$ cat src/rtl/sbus_sram_arbiter_pkg.sv
// Shared definitions for the sbus-to-SRAM arbiter: FSM states, parameter
// legality limits and the index-width helper.
package sbus_sram_arbiter_pkg;

    typedef enum logic {
        IDLE = 1'b0,
        BUSY = 1'b1
    } arb_state_e;

    localparam int unsigned N_CH_MIN    = 1;
    localparam int unsigned N_CH_MAX    = 8;
    localparam int unsigned LATENCY_MIN = 1;
    localparam int unsigned LATENCY_MAX = 4;

    // Wide enough to hold LATENCY_MAX.
    localparam int unsigned CNT_W = 3;

    // Channel index width; a single channel still needs one bit.
    function automatic int unsigned idx_width(input int unsigned n);
        return (n > 1) ? $clog2(n) : 1;
    endfunction

endpackage

$ cat src/rtl/sbus_sram_arbiter_rr_arbiter.sv
// Round-robin selector: grants the first requester strictly after the
// last-granted index, wrapping from N_CH-1 back to 0.
module rr_arbiter
    import sbus_sram_arbiter_pkg::*;
#(
    parameter int unsigned N_CH  = 2,
    parameter int unsigned IDX_W = 1
) (
    input  logic [N_CH-1:0]  req_i,
    input  logic [IDX_W-1:0] last_i,
    output logic [N_CH-1:0]  gnt_o,
    output logic [IDX_W-1:0] idx_o
);

    logic             hi_found;
    logic             lo_found;
    logic [IDX_W-1:0] hi_idx;
    logic [IDX_W-1:0] lo_idx;

    // Lowest requester above the pointer wins; otherwise wrap to the lowest requester.
    always_comb begin
        hi_found = 1'b0;
        lo_found = 1'b0;
        hi_idx   = '0;
        lo_idx   = '0;
        gnt_o    = '0;
        for (int unsigned i = 0; i < N_CH; i++) begin
            if (req_i[i]) begin
                if (!hi_found && (i > 32'(last_i))) begin
                    hi_found = 1'b1;
                    hi_idx   = IDX_W'(i);
                end
                if (!lo_found) begin
                    lo_found = 1'b1;
                    lo_idx   = IDX_W'(i);
                end
            end
        end
        idx_o = hi_found ? hi_idx : lo_idx;
        for (int unsigned i = 0; i < N_CH; i++) begin
            gnt_o[i] = lo_found && (idx_o == IDX_W'(i));
        end
    end

endmodule

$ cat src/rtl/sbus_sram_arbiter.sv
// Arbitrates N_CH sbus masters onto one SRAM port with fixed read latency.
// One access outstanding at a time; a new access may issue in the
// completion cycle of the previous one.
module sbus_sram_arbiter
    import sbus_sram_arbiter_pkg::*;
#(
    parameter int unsigned N_CH    = 2,
    parameter int unsigned LATENCY = 1,
    parameter int unsigned ADDR_W  = 32,
    parameter int unsigned DATA_W  = 32
) (
    input  logic                       clk,
    input  logic                       resetn,
    input  logic [N_CH-1:0]            ch_req,
    input  logic [N_CH*DATA_W/8-1:0]   ch_wen,
    input  logic [N_CH*ADDR_W-1:0]     ch_addr,
    input  logic [N_CH*DATA_W-1:0]     ch_wdata,
    output logic [N_CH-1:0]            ch_ready,
    output logic [DATA_W-1:0]          ch_rdata,
    output logic                       sram_en,
    output logic [DATA_W/8-1:0]        sram_we,
    output logic [ADDR_W-1:0]          sram_addr,
    output logic [DATA_W-1:0]          sram_wdata,
    input  logic [DATA_W-1:0]          sram_rdata
);

    localparam int unsigned BE_W  = DATA_W / 8;
    localparam int unsigned IDX_W = idx_width(N_CH);

    if (N_CH < N_CH_MIN || N_CH > N_CH_MAX) begin : g_bad_n_ch
        $error("sbus_sram_arbiter: N_CH out of legal range");
    end
    if (LATENCY < LATENCY_MIN || LATENCY > LATENCY_MAX) begin : g_bad_latency
        $error("sbus_sram_arbiter: LATENCY out of legal range");
    end

    arb_state_e       state_q, state_d;
    logic [CNT_W-1:0] cnt_q, cnt_d;
    logic [IDX_W-1:0] grant_q, grant_d;
    logic [IDX_W-1:0] last_q, last_d;
    logic             run_q;

    logic             completion;
    logic             issue;
    logic [N_CH-1:0]  grant_oh;
    logic [N_CH-1:0]  eligible;
    logic [N_CH-1:0]  arb_gnt;
    logic [IDX_W-1:0] arb_idx;

    rr_arbiter #(
        .N_CH  (N_CH),
        .IDX_W (IDX_W)
    ) u_rr (
        .req_i  (eligible),
        .last_i (last_q),
        .gnt_o  (arb_gnt),
        .idx_o  (arb_idx)
    );

    // Completion detect, eligibility mask and issue decision.
    // run_q holds off issue until the first clock edge after reset release,
    // so outputs stay quiet while reset is asserted or just released.
    always_comb begin
        grant_oh = '0;
        for (int unsigned i = 0; i < N_CH; i++) begin
            grant_oh[i] = (grant_q == IDX_W'(i));
        end
        completion = (state_q == BUSY) && (cnt_q == CNT_W'(1));
        eligible   = ch_req & ~(completion ? grant_oh : '0);
        issue      = run_q && ((state_q == IDLE) || completion) && (|eligible);
    end

    // Next-state: load on issue, count down while busy, go idle on completion.
    always_comb begin
        state_d = state_q;
        cnt_d   = cnt_q;
        grant_d = grant_q;
        last_d  = last_q;
        if (issue) begin
            state_d = BUSY;
            cnt_d   = CNT_W'(LATENCY);
            grant_d = arb_idx;
            last_d  = arb_idx;
        end else if (state_q == BUSY) begin
            if (completion) begin
                state_d = IDLE;
                cnt_d   = '0;
            end else begin
                cnt_d = cnt_q - CNT_W'(1);
            end
        end
    end

    // State registers; pointer resets to N_CH-1 so channel 0 wins first.
    always_ff @(posedge clk or negedge resetn) begin
        if (!resetn) begin
            state_q <= IDLE;
            cnt_q   <= '0;
            grant_q <= '0;
            last_q  <= IDX_W'(N_CH - 1);
            run_q   <= 1'b0;
        end else begin
            state_q <= state_d;
            cnt_q   <= cnt_d;
            grant_q <= grant_d;
            last_q  <= last_d;
            run_q   <= 1'b1;
        end
    end

    // SRAM request path: granted channel's fields pass straight through on issue.
    always_comb begin
        sram_we    = '0;
        sram_addr  = '0;
        sram_wdata = '0;
        for (int unsigned i = 0; i < N_CH; i++) begin
            if (issue && arb_gnt[i]) begin
                sram_we    = ch_wen[i*BE_W +: BE_W];
                sram_addr  = ch_addr[i*ADDR_W +: ADDR_W];
                sram_wdata = ch_wdata[i*DATA_W +: DATA_W];
            end
        end
        sram_en = issue;
    end

    // Completion response: one-cycle ready to the granted channel, read data passthrough.
    always_comb begin
        ch_ready = completion ? grant_oh : '0;
        ch_rdata = completion ? sram_rdata : '0;
    end

endmodule

$ cat config.mk
export PLATFORM = sky130hd
export DESIGN_NAME = sbus_sram_arbiter
export DESIGN_NICKNAME = d
export VERILOG_FILES = /design/src/rtl/sbus_sram_arbiter_pkg.sv /design/src/rtl/sbus_sram_arbiter_rr_arbiter.sv /design/src/rtl/sbus_sram_arbiter.sv
export SDC_FILE = /design/constraint.sdc
export NUM_CORES = 1
export LEC_CHECK = 0
export ABC_AREA = 1
export CAP_MARGIN = 5
export CORE_AREA = 2 2 106 108
export CTS_BUF_LIST = sky130_fd_sc_hd__clkbuf_2
export CTS_CLUSTER_DIAMETER = 50
export CTS_CLUSTER_SIZE = 28
export DETAILED_ROUTE_END_ITERATION = 8
export DIE_AREA = 0 0 108 110
export PLACE_DENSITY = 0.71
export SETUP_SLACK_MARGIN = 0.02
export SLEW_MARGIN = 20
export SYNTH_ARGS = -nofsm -noshare
export SYNTH_HDL_FRONTEND = slang
export SYNTH_SLANG_ARGS = --single-unit
$ cat constraint.sdc
create_clock -name clk -period 2.58 [get_ports clk]
set_input_delay 0.774 -clock clk [delete_from_list [all_inputs] [get_ports clk]]
set_output_delay 0.774 -clock clk [all_outputs]
set_load 0.1 [all_outputs]
==> run_results.csv, run 1 <==
group,metric,value,unit
outcome,violations,"setup timing",
outcome,status,"complete, but fails checks",
floorplanning,rows,38,
synthesis,ys_warn_count,0,
cells_and_area,fin_util,69.6,%
sta,hold_violations,0,
cells_and_area,n_antenna_cell,0,
clock_tree,clk-insertion-delay-late,0.22,ns
flow_run,cap_viol_max_count,0,
sta,drv_slew,0,
route,wl_per_cell,18.2,um
synthesis,synth_cell_types,22,
clock_tree,cts_max_level,1,
place,pre_cts_ws,-0.504,ns
floorplanning,fp.dieW,108,um
floorplanning,fp.dieArea,0.0119,mm2
clock_tree,clk_pin_slew,0.07,ns
route,vias_per_cell,4.92,
grt,overflow,0,
synthesis,synth_area,0.00186,mm2
sta,setup_viol,69,
route,drt-pass1-iter-count,6,
grt,grt_first_pass_wirelength,20900,um
cells_and_area,syn_to_final_growth,300,%
place,portBuffers,274,
grt,antenna_found_initial,0,
route,num_vias,3872,
clock_tree,cts_tree,"done",
clock_tree,cts_root_buf,"clkbuf_2",
synthesis,ys_ff_latch,7,
cells_and_area,fin_nets,822,
synthesis,syn_area_per_cell,5.17,um2
hold_path,hold_class,"reg2reg",
sta,fin_ws,-0.225,ns
worst_setup_path,crit_type,"reg2out",
floorplanning,core,0.0107,mm2
clock_tree,cts_sinks,7,
worst_setup_path,reg2reg_depth,11,
cells_and_area,layout-drive-gt1-share,47.8,%
synthesis,seq_area_frac_synth,9.48,%
worst_setup_path,worstSetupStartpoint,"cnt_q[1]",
sta,rsz0062_at_grt,"yes",
cells_and_area,layout_commonest_cell,"clkdlybuf4s50_1",
clock_tree,cts_buffer_depth,2,
sta,post-route-period-util,109,%
cells_and_area,layout_common_cells,"clkdlybuf4s50_1, buf_12, nand4_1, nand2_4, inv_1",
floorplanning,start_util,17.4,%
worst_setup_path,ff2ff_setup_slack,0.81,ns
pwr,leakage,3.07,nW
grt,grtUsageTotal,22.0,%
pwr,ir_drop,825,uV
place,placed_cell_area,0.00668,mm2
place,dp_cells,757,
clock_tree,cts_buffers,3,
sta,period_needed,2.81,ns
floorplanning,pin_count,275,
route,ant_nets,0,
worst_setup_path,crit_arrival,2.03,ns
place,dp_hpwl,9900,um
place,gp_congestion,0.833,
sta,setup_tns,-11.27,ns
synthesis,synth_fp_nets,534,
worst_setup_path,cp-end-kind,"primary output",
cells_and_area,design_area,0.00745,mm2
pwr,fin_total_pwr,8.65,mW
worst_setup_path,r2r-start,"cnt_q[1]",
worst_setup_path,cp-endpoint,"sram_wdata[29]",
route,drt-initial-drc-count,209,
worst_setup_path,worstPathRequired,1.81,ns
cells_and_area,final_cells,787,
grt,grt_max_degree,36,
sta,fin_worst_skew,0.00203,ns
worst_setup_path,startpoint_type,"register",
worst_setup_path,timing.rr.end,"cnt_q[1]",
floorplanning,die_height,110,um
route,routed_wl,14300,um
synthesis,syn-instance-count,360,
sta,holdWs,0.483,ns
grt,grt_pass1_vias,4058,
worst_setup_path,path_max_fanout,33,
pwr,cellPowerDensity,1160,mW/mm2
sta,clock.fmax,356,MHz
route,drc_errors,0,
==> state kept, by name (all words and copies together), names as in the netlist <==
| name | flops |
|---|---|
| cnt_q | 3 |
| grant_q | 1 |
| state_q | 1 |
| last_q | 1 |
| run_q | 1 |
==> kinds of logic (layout without fill, tap and decap cells) <==
kind of cell	Yosys count	after routing	share of synthesized area [%]
adder cells (fa/ha/maj)	2	2	1.34
AO/OA/AOI/OAI	2	2	0.537
other	1	1	0.202
buffers and inverters	83	370	19.6
AND/OR/NAND/NOR	265	265	68.9
flip-flops	7	7	9.48
==> cells in the mapped netlist, drive strengths merged <==
master / count / area share (%)
nand2: 84 / 17
nand3: 73 / 20
nand4: 70 / 24
inv: 44 / 8.9
nor2: 36 / 7.4
buf: 33 / 9.5
clkbuf: 6 / 1.2
dfrtp: 6 / 8.1
ha: 2 / 1.3
a21oi: 1 / 0.27
and3b: 1 / 0.47
conb: 1 / 0.20
dfstp: 1 / 1.4
o21ai: 1 / 0.27
or2: 1 / 0.34
==> power breakdown <==
group | switching [mW] | leakage (nW) | total [mW] | internal [mW]
Combinational | 5.27 | 2.97 | 8.36 | 3.09
Clock | 0.0391 | 0.0166 | 0.0804 | 0.0412
Sequential | 0.0537 | 0.0835 | 0.211 | 0.158
==> how the worst min path moves through the flow <==
stage | cells after the start | slack, ns | startpoint | endpoint
6_report | 2 | 0.48 | last_q | last_q
5_1_grt | 2 | 0.51 | last_q | last_q
4_1_cts | 2 | 0.48 | last_q | last_q
3_5_place_dp | 2 | 0.47 | last_q | last_q
3_3_place_gp | 2 | 0.46 | last_q | last_q
2_1_floorplan | 2 | 0.45 | last_q | last_q
==> area by class of cell <==
cell class,instances,area (um2)
clock buffers,4,20.0
multi-input cells,270,2360
well taps,140,175
flip-flops and latches,7,176
fillers,798,3250
inverters,44,173
repair buffers,322,4550
==> what timing repair did <==
item,4_1_cts,5_1_grt
hold buffers,0,0
setup endpoints to repair,101,71
cloned,11,3
setup buffers,11,5
pin swaps,32,43
resized for setup,51,32
==> metal layers <==
layer	vias to the layer above	wire length, um	share of wire [%]	track usage (%)
met1	1834	4910	34	23.0
met4	0	217	1.5	5.22
met2	216	7730	54	42.8
met3	18	1480	10	7.05
li1	1804	-	-	-
met5	-	0	0	0
==> worst max-delay path, stage by stage, from the launching register on <==
cell and delay [ns]:
dfrtp_1 0.40, inv_2 0.09, ha_4 0.17, a21oi_2 0.09
nor2_4 0.15, buf_4 0.14, buf_12 0.21, nand4_1 0.24
nand2_4 0.13, buf_12 0.17
No activity file was read; power rests on OpenSTA's default activity.
==> run 2, diff against run 1 <==
==> constraint.sdc (replaced) <==
create_clock -name clk -period 2.58 [get_ports clk]
set_input_delay 0.516 -clock clk [delete_from_list [all_inputs] [get_ports clk]]
set_output_delay 0.516 -clock clk [all_outputs]
set_load 0.1 [all_outputs]
==> run 2 against run 1 <==
  * The run now ends clean
  * Sequential share of layout area increased by 0.25 points
  * Count of clock-buffer cells in the layout did not move
  * Routed wire length shrank 9.9%
  * Worst setup slack gained 0.28 ns
  * Global-route usage decreased by 3.7 points
  * Clock skew about the same
  * Critical endpoint is now sram_addr[27]
  * Largest cell class unchanged
==> run_results.csv, run 2 (synthesis gave the netlist of run 1 again) <==
group,metric,value,unit
outcome,status,"complete, no violations",
clock_tree,cts_buffer_depth,2,
worst_setup_path,worstPathRequired,2.06,ns
sta,fin_ws,0.0582,ns
worst_setup_path,crit_chain,"inv_2, ha_4, nand3_4, nor2_4, nor2_4, nand2_4, clkinv_4, clkbuf_16, nand3_1, nand2_4, buf_12",
pwr,cellPowerDensity,1180,mW/mm2
route,routed_wl,12900,um
pwr,leakage,2.90,nW
route,num_vias,3611,
pwr,power_frac_clock,1.0,%
worst_setup_path,crit_arrival,2.01,ns
clock_tree,cts_root_buf,"clkbuf_2",
place,dp_hpwl,9510,um
route,drc_errors,0,
cells_and_area,layout-drive-gt1-share,36.6,%
grt,met3_usage,4.12,%
pwr,fin_total_pwr,7.93,mW
route,vias_per_cell,4.68,
clock_tree,postCtsHoldBufs,0,
sta,post-route-period-util,97.7,%
pwr,power.share.combinational,96.3,%
pwr,power.internal,2.92,mW
pwr,p_sw_share,63.2,%
clock_tree,cts_buffers,3,
hold_path,hold_class,"reg2reg",
route,drt-pass1-iter-count,4,
cells_and_area,fin_nets,807,
place,dp_cells,748,
cells_and_area,largest_reg_flops,3,
sta,fin_worst_skew,0.00202,ns
worst_setup_path,cpLargestDelayFamily,"simple AND/OR/NAND/NOR gates",
pwr,power.share.sequential,2.7,%
grt,grt_first_pass_wirelength,17700,um
clock_tree,clk-insertion-delay-late,0.23,ns
cells_and_area,n_antenna_cell,0,
cells_and_area,layout_commonest_cell,"clkdlybuf4s50_1",
worst_setup_path,crit_type,"reg2out",
sta,setup_viol,0,
floorplanning,fp.dieArea,0.0119,mm2
place,pre_cts_ws,0.0352,ns
clock_tree,cts_max_level,1,
pwr,ir_drop,642,uV
grt,grt.busiest_layer,"met2",
sta,rsz0062_at_grt,"yes",
clock_tree,cts_sinks,7,
grt,grtUsageMet2,35.9,%
grt,overflow,0,
place,portBuffers,274,
grt,met1_usage,20.1,%
route,drt-initial-drc-count,162,
floorplanning,rows,38,
worst_setup_path,slowest_delay,0.40,ns
cells_and_area,layout_common_cells,"clkdlybuf4s50_1, buf_12, nand4_1, nand2_4, nand3_1",
flow_run,cap_viol_max_count,0,
cells_and_area,syn_to_final_growth,262,%
worst_setup_path,path_max_fanout,14,
sta,period_needed,2.52,ns
worst_setup_path,slowest_stage,"dfrtp_1",
floorplanning,core,0.0107,mm2
cells_and_area,top_register,"cnt_q",
worst_setup_path,path_buf_inv,4,
place,gp_congestion,0.816,
sta,clock.fmax,397,MHz
floorplanning,fp.dieW,108,um
sta,hold_violations,0,
worst_setup_path,startpoint_type,"register",
sta,drv_slew,0,
floorplanning,pin_count,275,
floorplanning,start_util,17.4,%
grt,grtUsageTotal,18.3,%
grt,antenna_found_initial,0,
clock_tree,cts_tree,"done",
route,ant_nets,0,
grt,grt_max_degree,55,
route,wl_per_cell,16.7,um
sta,setup_tns,0,ns
floorplanning,die_height,110,um
grt,grt_pass1_vias,3513,
cells_and_area,final_cells,772,
pwr,p_sw,5.01,mW
clock_tree,clk_pin_slew,0.07,ns
worst_setup_path,cp-end-kind,"primary output",
-- run 2: power groups by stage --
| stage | combinational [mW] | clock [mW] | sequential, mW |
|---|---|---|---|
| after detailed placement | 7.22 | 0 | 0.214 |
| after floorplan | 4.59 | 0 | 0.202 |
| after global routing | 7.90 | 0.0881 | 0.216 |
| final | 7.64 | 0.0791 | 0.212 |
| after global placement | 7.14 | 0 | 0.208 |
| after CTS | 7.25 | 0.0816 | 0.213 |
-- run 2: area by class of cell --
class                      count  area (um2)
tap                          140         175
fill                         840        3960
sequential                     7         176
timing repair buffer         307        4270
inverter                      44         170
clock buffer                   4        20.0
multi-input combinational    270        1930
-- run 2: timing repair --
item / CTS / global route
setup endpoints to repair: 35 / 68
pin swaps: 0 / 8
resized for setup: 3 / 19
gates cloned: 0 / 8
setup buffers: 0 / 12
-- run 2: final timing paths --
check	startpoint	to	slack [ns]	depth (start not counted)
min	last_q	last_q	0.47	2
max reg2reg	cnt_q[1]	grant_q	0.85	10
max	cnt_q[1]	sram_addr[27]	0.06	11
min in group asynchronous	resetn	grant_q	0.54	1
min reg2reg	last_q	last_q	0.47	2
max in group asynchronous	resetn	last_q	1.76	1
-- run 2: worst register-to-register path, delay by kind of cell, from the launching register on --
kind                     cells  cell delay, ns
flip-flops                   1            0.40
AND/OR/NAND/NOR              5            0.53
adder cells (fa/ha/maj)      1            0.16
buffers and inverters        4            0.54
-- run 2: per-layer routing --
metal  wire length (um)  up-vias
met5                  0        -
met4                129        0
li1                   -     1762
met2               6990      148
met3                999       12
met1               4800     1689
-- run 2: per-stage QoR --
step / utilization (%) / hold WS (ns) / area (um2)
after global routing: 63.0 / 0.504 / 6740
after CTS: 59.6 / 0.476 / 6380
after floorplan: - / 0.220 / 2410
after detailed placement: 59.3 / 0.463 / 6350
after global placement: 59.3 / 0.460 / 6350
final: 63.0 / 0.472 / 6740
